`src/rtl/decoder_select_arbiter.sv`:
```
// Round-robin arbiter sharing a 2-of-4 active-low select decoder between four requesters.
// Optional ARB_LOCK_EN adds a lock input that suppresses the tenure timeout.
module decoder_select_arbiter #(
    parameter int unsigned HOLD_MAX = 4,
    parameter int unsigned CNT_W    = 8
) (
    input  logic       clk,
    input  logic       rst,
    input  logic [3:0] req,
`ifdef ARB_LOCK_EN
    input  logic       lock,
`endif
    output logic       g_n,
    output logic       a,
    output logic       b,
    output logic [3:0] gnt,
    output logic       busy
);

    typedef enum logic [1:0] {StIdle, StGrant, StTurn} state_e;

    localparam bit TimeoutEn = (HOLD_MAX != 0);
    localparam logic [CNT_W-1:0] HoldLast = TimeoutEn ? CNT_W'(HOLD_MAX - 1) : '0;

    state_e           state_q, state_d;
    logic             g_n_q, g_n_d;
    logic [1:0]       sel_q, sel_d;
    logic [3:0]       gnt_q, gnt_d;
    logic             busy_q, busy_d;
    logic [1:0]       ptr_q, ptr_d;
    logic [CNT_W-1:0] cnt_q, cnt_d;

    logic             pick_found;
    logic [1:0]       pick_idx;
    logic             hold_lock;
    logic             release_now;

`ifdef ARB_LOCK_EN
    assign hold_lock = lock;
`else
    assign hold_lock = 1'b0;
`endif

    // First requesting slot in search order ptr, ptr+1, ptr+2, ptr+3.
    always_comb begin
        logic [1:0] cand;
        pick_found = 1'b0;
        pick_idx   = ptr_q;
        cand       = ptr_q;
        for (int i = 0; i < 4; i++) begin
            cand = ptr_q + 2'(i);
            if (!pick_found && req[cand]) begin
                pick_found = 1'b1;
                pick_idx   = cand;
            end
        end
    end

    assign release_now = !req[sel_q] ||
                         (TimeoutEn && (cnt_q == HoldLast) && !hold_lock);

    always_comb begin
        state_d = state_q;
        g_n_d   = g_n_q;
        sel_d   = sel_q;
        gnt_d   = gnt_q;
        busy_d  = busy_q;
        ptr_d   = ptr_q;
        cnt_d   = cnt_q;
        unique case (state_q)
            StIdle, StTurn: begin
                if (pick_found) begin
                    state_d = StGrant;
                    g_n_d   = 1'b0;
                    sel_d   = pick_idx;
                    gnt_d   = 4'b0001 << pick_idx;
                    busy_d  = 1'b1;
                    cnt_d   = '0;
                end else begin
                    state_d = StIdle;
                    g_n_d   = 1'b1;
                    gnt_d   = 4'b0000;
                    busy_d  = 1'b0;
                end
            end
            StGrant: begin
                cnt_d = (cnt_q == '1) ? cnt_q : cnt_q + 1'b1;
                // {b,a} deliberately keep the last index through TURN/IDLE.
                if (release_now) begin
                    state_d = StTurn;
                    g_n_d   = 1'b1;
                    gnt_d   = 4'b0000;
                    busy_d  = 1'b0;
                    ptr_d   = sel_q + 2'd1;
                end
            end
            default: state_d = StIdle;
        endcase
    end

    always_ff @(posedge clk) begin
        if (rst) begin
            state_q <= StIdle;
            g_n_q   <= 1'b1;
            sel_q   <= 2'b00;
            gnt_q   <= 4'b0000;
            busy_q  <= 1'b0;
            ptr_q   <= 2'b00;
            cnt_q   <= '0;
        end else begin
            state_q <= state_d;
            g_n_q   <= g_n_d;
            sel_q   <= sel_d;
            gnt_q   <= gnt_d;
            busy_q  <= busy_d;
            ptr_q   <= ptr_d;
            cnt_q   <= cnt_d;
        end
    end

    assign g_n  = g_n_q;
    assign a    = sel_q[0];
    assign b    = sel_q[1];
    assign gnt  = gnt_q;
    assign busy = busy_q;

endmodule

```
`config.mk`:
```
export PLATFORM = sky130hd
export DESIGN_NAME = decoder_select_arbiter
export DESIGN_NICKNAME = d
export VERILOG_FILES = /design/src/rtl/decoder_select_arbiter.sv
export SDC_FILE = /design/constraint.sdc
export NUM_CORES = 1
export LEC_CHECK = 0
export BUFFER_PORTS_ARGS = -buffer_cell sky130_fd_sc_hd__buf_2
export CAP_MARGIN = 40
export CORE_MARGIN = 10
export CORE_UTILIZATION = 55
export DETAILED_ROUTE_END_ITERATION = 16
export GPL_TIMING_DRIVEN = 0
export PLACE_DENSITY = 0.77
export SLEW_MARGIN = 20
export SYNTH_ARGS = -nofsm -noshare
export SYNTH_HDL_FRONTEND = slang
export SYNTH_SLANG_ARGS = --single-unit
```
`constraint.sdc`:
```
create_clock -name clk -period 1.8 [get_ports clk]
set_input_delay 0.18 -clock clk [delete_from_list [all_inputs] [get_ports clk]]
set_output_delay 0.18 -clock clk [all_outputs]
set_load 0.01 [all_outputs]
```
Yosys cells after proc, flatten, opt, wreduce, memory -nomap -nowiden

Cells that the tools add are included.

Add/subtract/negate cells: 5
Magnitude comparators: 5
Equal/unequal tests: 7
Shift operators: 1
Mux-type cells: 32
Reduce and logical (&&, ||, !) cells: 15

Operators by type and width:

| kind                | count |
|---|---|
| $mux 8              | 2 |
| $pmux 8 s2          | 1 |
| $lt 2x3->1 const B  | 5 |
| $mux 1              | 14 |
| $bmux 1 s2          | 5 |
| $add 8x1->8 const B | 1 |
| $eq 8x2->1 const B  | 1 |
| $eq 8x8->1 const B  | 1 |
| $mux 2              | 4 |
| $mux 4              | 2 |
| $pmux 4 s2          | 1 |
| $ne 2x2->1 const B  | 3 |
| $reduce_and 2->1    | 3 |
| $add 2x1->2 const B | 2 |
| $add 2x2->2 const B | 2 |
| $logic_not 1->1     | 4 |
| $pmux 1 s2          | 2 |
| $pmux 2 s2          | 1 |
| $shl 1x2->4 const A | 1 |
| $logic_and 1x1->1   | 3 |
| $reduce_and 3->1    | 1 |
| $eq 2x1->1 const B  | 1 |
| $eq 2x2->1 const B  | 1 |
| $logic_not 2->1     | 1 |
| 3 further kinds     | 3 |

Flip-flop bits (word level): 20
Bits of input ports: 6

Logic depth before layout (Yosys ltp)

Depth after elaboration: 15
Mapped depth: 6
Depth with buffers taken out: 5

Worst setup path after synthesis

No wires, ideal clock.

Kind: flip-flop to flip-flop
Start: register sel_q[1]
End: register gnt_q[0], in the netlist gnt[0]
Setup time: 0.117 ns
Data arrival time: 1.441 ns
Setup slack: 0.241 ns
Stages on the path, launching flop included: 5
Cell sequence: dfxtp_1 mux2_2 o311ai_0 a21oi_2 a32o_1

Word-level cells in the longest chain between the ends: 6

RTL lines:

| item                         | line | RTL |
|---|---|---|
| start, declared              | 27   | `logic [1:0] sel_q, sel_d;` |
| start signal, assigned       | 113  | `sel_q <= sel_d;` |
| $bmux 1 s2                   | 59   | `assign release_now = !req[sel_q] \|\|` |
| $mux 1 (not written as such) | 59   |  |
| $logic_not 1->1              | 59   |  |
| $logic_or 1x1->1             | 59   |  |
| $ne 2x2->1 (no line)         | --   |  |
| $reduce_and 2->1 (no line)   | --   |  |
| end signal, assigned         | 114  | `gnt_q <= gnt_d;` |
| end, declared                | 28   | `logic [3:0] gnt_q, gnt_d;` |

Every way passes these cells. The select of a mux whose other input is x is not followed.
A chain may end at the register's enable or synchronous reset.

Worst setup path in the final report

Start: register cnt_q[0]
End: register gnt_q[2], in the netlist gnt[2]

Word-level cells in the longest chain between the ends: 4

RTL lines:

| item                       | line | RTL |
|---|---|---|
| start, declared            | 31   | `logic [CNT_W-1:0] cnt_q, cnt_d;` |
| start signal, assigned     | 117  | `cnt_q <= cnt_d;` |
| $eq 8x2->1                 | 60   | `(TimeoutEn && (cnt_q == HoldLast) && !hold_lock);` |
| $logic_or 1x1->1           | 59   |  |
| $ne 2x2->1 (no line)       | --   |  |
| $reduce_and 2->1 (no line) | --   |  |

Every way passes these cells.

==> flow_metrics.env <==
export IMPL_status="complete, no violations"
export IMPL_postCtsResizedCells=0
export IMPL_die_w_um=63.9
export IMPL_synth_cell_area_sq_um=1060
export IMPL_rsz0062_at_grt="false"
export IMPL_setup_viol=0
export IMPL_coreArea_sq_um=1780
export IMPL_tightest_slew_ps=444
export IMPL_min_path_type="in2reg"
export IMPL_dpl_cell_count=156
export IMPL_final_cells=160
export IMPL_finalCritPeriodShare_pct=90.1
export IMPL_crit_required_ps=2020
export IMPL_routed_wl_um=2350
export IMPL_start_kind="register"
export IMPL_clockRootBuffer="clkbuf_4"
export IMPL_clk_latency_ps=310
export IMPL_first_iter_violations=37
export IMPL_grt_pass1_vias=834
export IMPL_r2r_slack_ps=180
export IMPL_synth_edff_count=0
export IMPL_pre_cts_ws_ps=145
export IMPL_tritoncts="yes"
export IMPL_reg2reg_to="gnt[2]"
export IMPL_worstHoldStart="rst"
export IMPL_antenna_cells=0
export IMPL_fin_ws_ps=178
export IMPL_viasPerCell=6.18
export IMPL_syn_avg_cell_area_sq_um=8.90
export IMPL_finalSetupTns_ps=0
export IMPL_relSlewSlack_pct=70.2
export IMPL_grt_usage_pct=11.4
export IMPL_ir_worst_vdd_mv=0.783
export IMPL_ant_nets=0
export IMPL_reg2reg_depth=5
export IMPL_synth_flop_cell="dfxtp_1"
export IMPL_routedWlPerCell_um=14.7
export IMPL_num_rows=15
export IMPL_grt_pass1_wl_um=3820
export IMPL_yosysWarnings=0
export IMPL_die_y_um=63.9
export IMPL_final_cell_area_sq_um=1210
export IMPL_drv_slew=0
export IMPL_cp_top_family="compound AO/OA/AOI/OAI gates"
export IMPL_hold_viol=0
export IMPL_drive_gt1_share_pct=20.0
export IMPL_final_core_util_pct=67.6
export IMPL_drc_errors=0
export IMPL_final_nets=143
export IMPL_max_freq_ghz=0.617
export IMPL_crit_arrival_ps=1840
export IMPL_whs_path_depth=2
export IMPL_cts_clk_slew_worst_paths_ps=110
export IMPL_min_period_ps=1620
export IMPL_critPathSlowestCell="dfxtp_1"
export IMPL_start_util_pct=59.4
export IMPL_antenna_found_initial=0
export IMPL_htreeDepth=1
export IMPL_ys_ff_latch=20
export IMPL_powerDensity_nw_per_um2=851
export IMPL_criticalPathCategory="reg2reg"
export IMPL_end_kind="register"
export IMPL_ys_seq_area_share_pct=37.8
export IMPL_syn_nets=126
export IMPL_synthArstFlopShare_pct=0
export IMPL_grt_max_degree=13
export IMPL_worstReg2RegStart="cnt_q[0]"
export IMPL_cap_violations=0
export IMPL_drt_pass1_iterations=4
export IMPL_holdPathEnd="sel_q[0]"
export IMPL_crit_buf_inv=0
export IMPL_cts_hold_buf=0
export IMPL_cellLeakagePower_nw=0.487
export IMPL_clk_path_buf_depth=2
export IMPL_postCtsSetupBuffers=0
export IMPL_cts_sinks=20
export IMPL_multiInputGateArea_sq_um=618
export IMPL_vias=989
export IMPL_postPlaceCellArea_sq_um=1150
export IMPL_cp_max_fo=6
export IMPL_cts_made_buffers=3
export IMPL_ios=14
export IMPL_netlist_instances=119
export IMPL_gr_total_overflow=0
export IMPL_routabilityCongestion=0.837
export IMPL_dieArea_sq_um=4080
export IMPL_regArea_sq_um=400
export IMPL_io_buffers=12
export IMPL_crit_chain="ha_1 > nor4b_1 > a22o_1 > a21oi_2 > a32o_1"
export IMPL_final_setup_skew_ps=1.38
export IMPL_synth_distinct_cells=46
export IMPL_cpPeakStageDelay_ps=410
export IMPL_dpl_hpwl_um=1810
export IMPL_syn_to_final_growth_pct=13.9
export IMPL_n_fill_cell=153
synthesized netlist by cell type (all sizes together), types with 2 or more instances:
master	n	area [sq um]
buf	2	16.3
o211a	2	20.0
nand3	5	25.0
a32o	4	40.0
and3	2	12.5
a211oi	3	22.5
a2111o	2	22.5
and2b	2	15.0
inv	6	22.5
mux2i	2	20.0
nor3	4	20.0
o21a	2	15.0
dfxtp	20	400
o2111ai	3	26.3
o211ai	3	22.5
or3	2	12.5
o21ai	6	30.0
nor2	8	32.5
nor2b	2	12.5
nand2	7	26.3
a21oi	11	58.8
layout by cell type, fill, tap and decap left out, types with 4 or more instances in the layout:
cell type and instances:
a21oi_1 10, nor3_1 4, nand3_1 5, inv_1 6, nor2_1 7, buf_2 13, dfxtp_1 20, a32o_1 4
nand2_1 7
worst max-delay path by stage:
stage	end	cells past startpoint	slack [ps]	from
2_1_floorplan	gnt[0]	4	240	sel_q[1]
3_3_place_gp	cnt_q[3]	5	190	cnt_q[0]
3_5_place_dp	cnt_q[3]	5	150	cnt_q[0]
4_1_cts	cnt_q[3]	5	120	cnt_q[0]
5_1_grt	gnt[2]	5	80	cnt_q[0]
6_report	gnt[2]	5	180	cnt_q[0]
registers in the layout, indices dropped and copies added, names as in the netlist:
| signal | count |
|---|---|
| busy | 1 |
| cnt_q | 8 |
| g_n | 1 |
| gnt | 4 |
| ptr_q | 2 |
| sel_q | 2 |
| state_q | 2 |
kinds of logic after synthesis:
group / synth area share [%]
DFF: 37.8
muxes: 2.96
buffers and inverters: 4.14
adders and majority gates: 1.18
and+or+nand+nor: 21.5
xor gates and xnor gates: 1.66
AOI/OAI and AO/OA: 30.7
area by class of cell:
class	count	share of cell area, %
Multi-Input combinational cell	90	51.2
Sequential cell	20	33.2
Timing Repair Buffer	12	4.98
Tap cell	25	2.59
Clock inverter	1	2.49
Clock buffer	3	1.87
Inverter	6	1.87
Buffer	3	1.76
per-layer routing:
layer | vias to the layer above | wire length, um | GRT usage, %
li1 | 488 | - | -
met1 | 467 | 1130 | 14.9
met2 | 31 | 1070 | 16.8
met3 | 3 | 135 | 4.70
met4 | 0 | 14 | 3.28
met5 | - | 0 | 0
metrics by stage:
stage	hold WS [ps]	total power, mW
final	111	1.03
after global routing	106	1.07
after CTS	109	1.03
after detailed placement	445	0.662
after global placement	431	0.655
after floorplan	249	0.608
worst reg2reg max path: cells and delay by family (launching register included):
family | cells | cell delay [ps]
AOI/OAI and AO/OA | 3 | 630
and+or+nand+nor | 1 | 240
DFF | 1 | 410
adders and majority gates | 1 | 240
power by group:
part	total [mW]	internal [mW]	switching, mW
sequential	0.490	0.467	0.0230
clock	0.373	0.225	0.148
combinational	0.163	0.0673	0.0961
total	1.03	0.760	0.267
No activity file was read; power rests on OpenSTA's default activity.
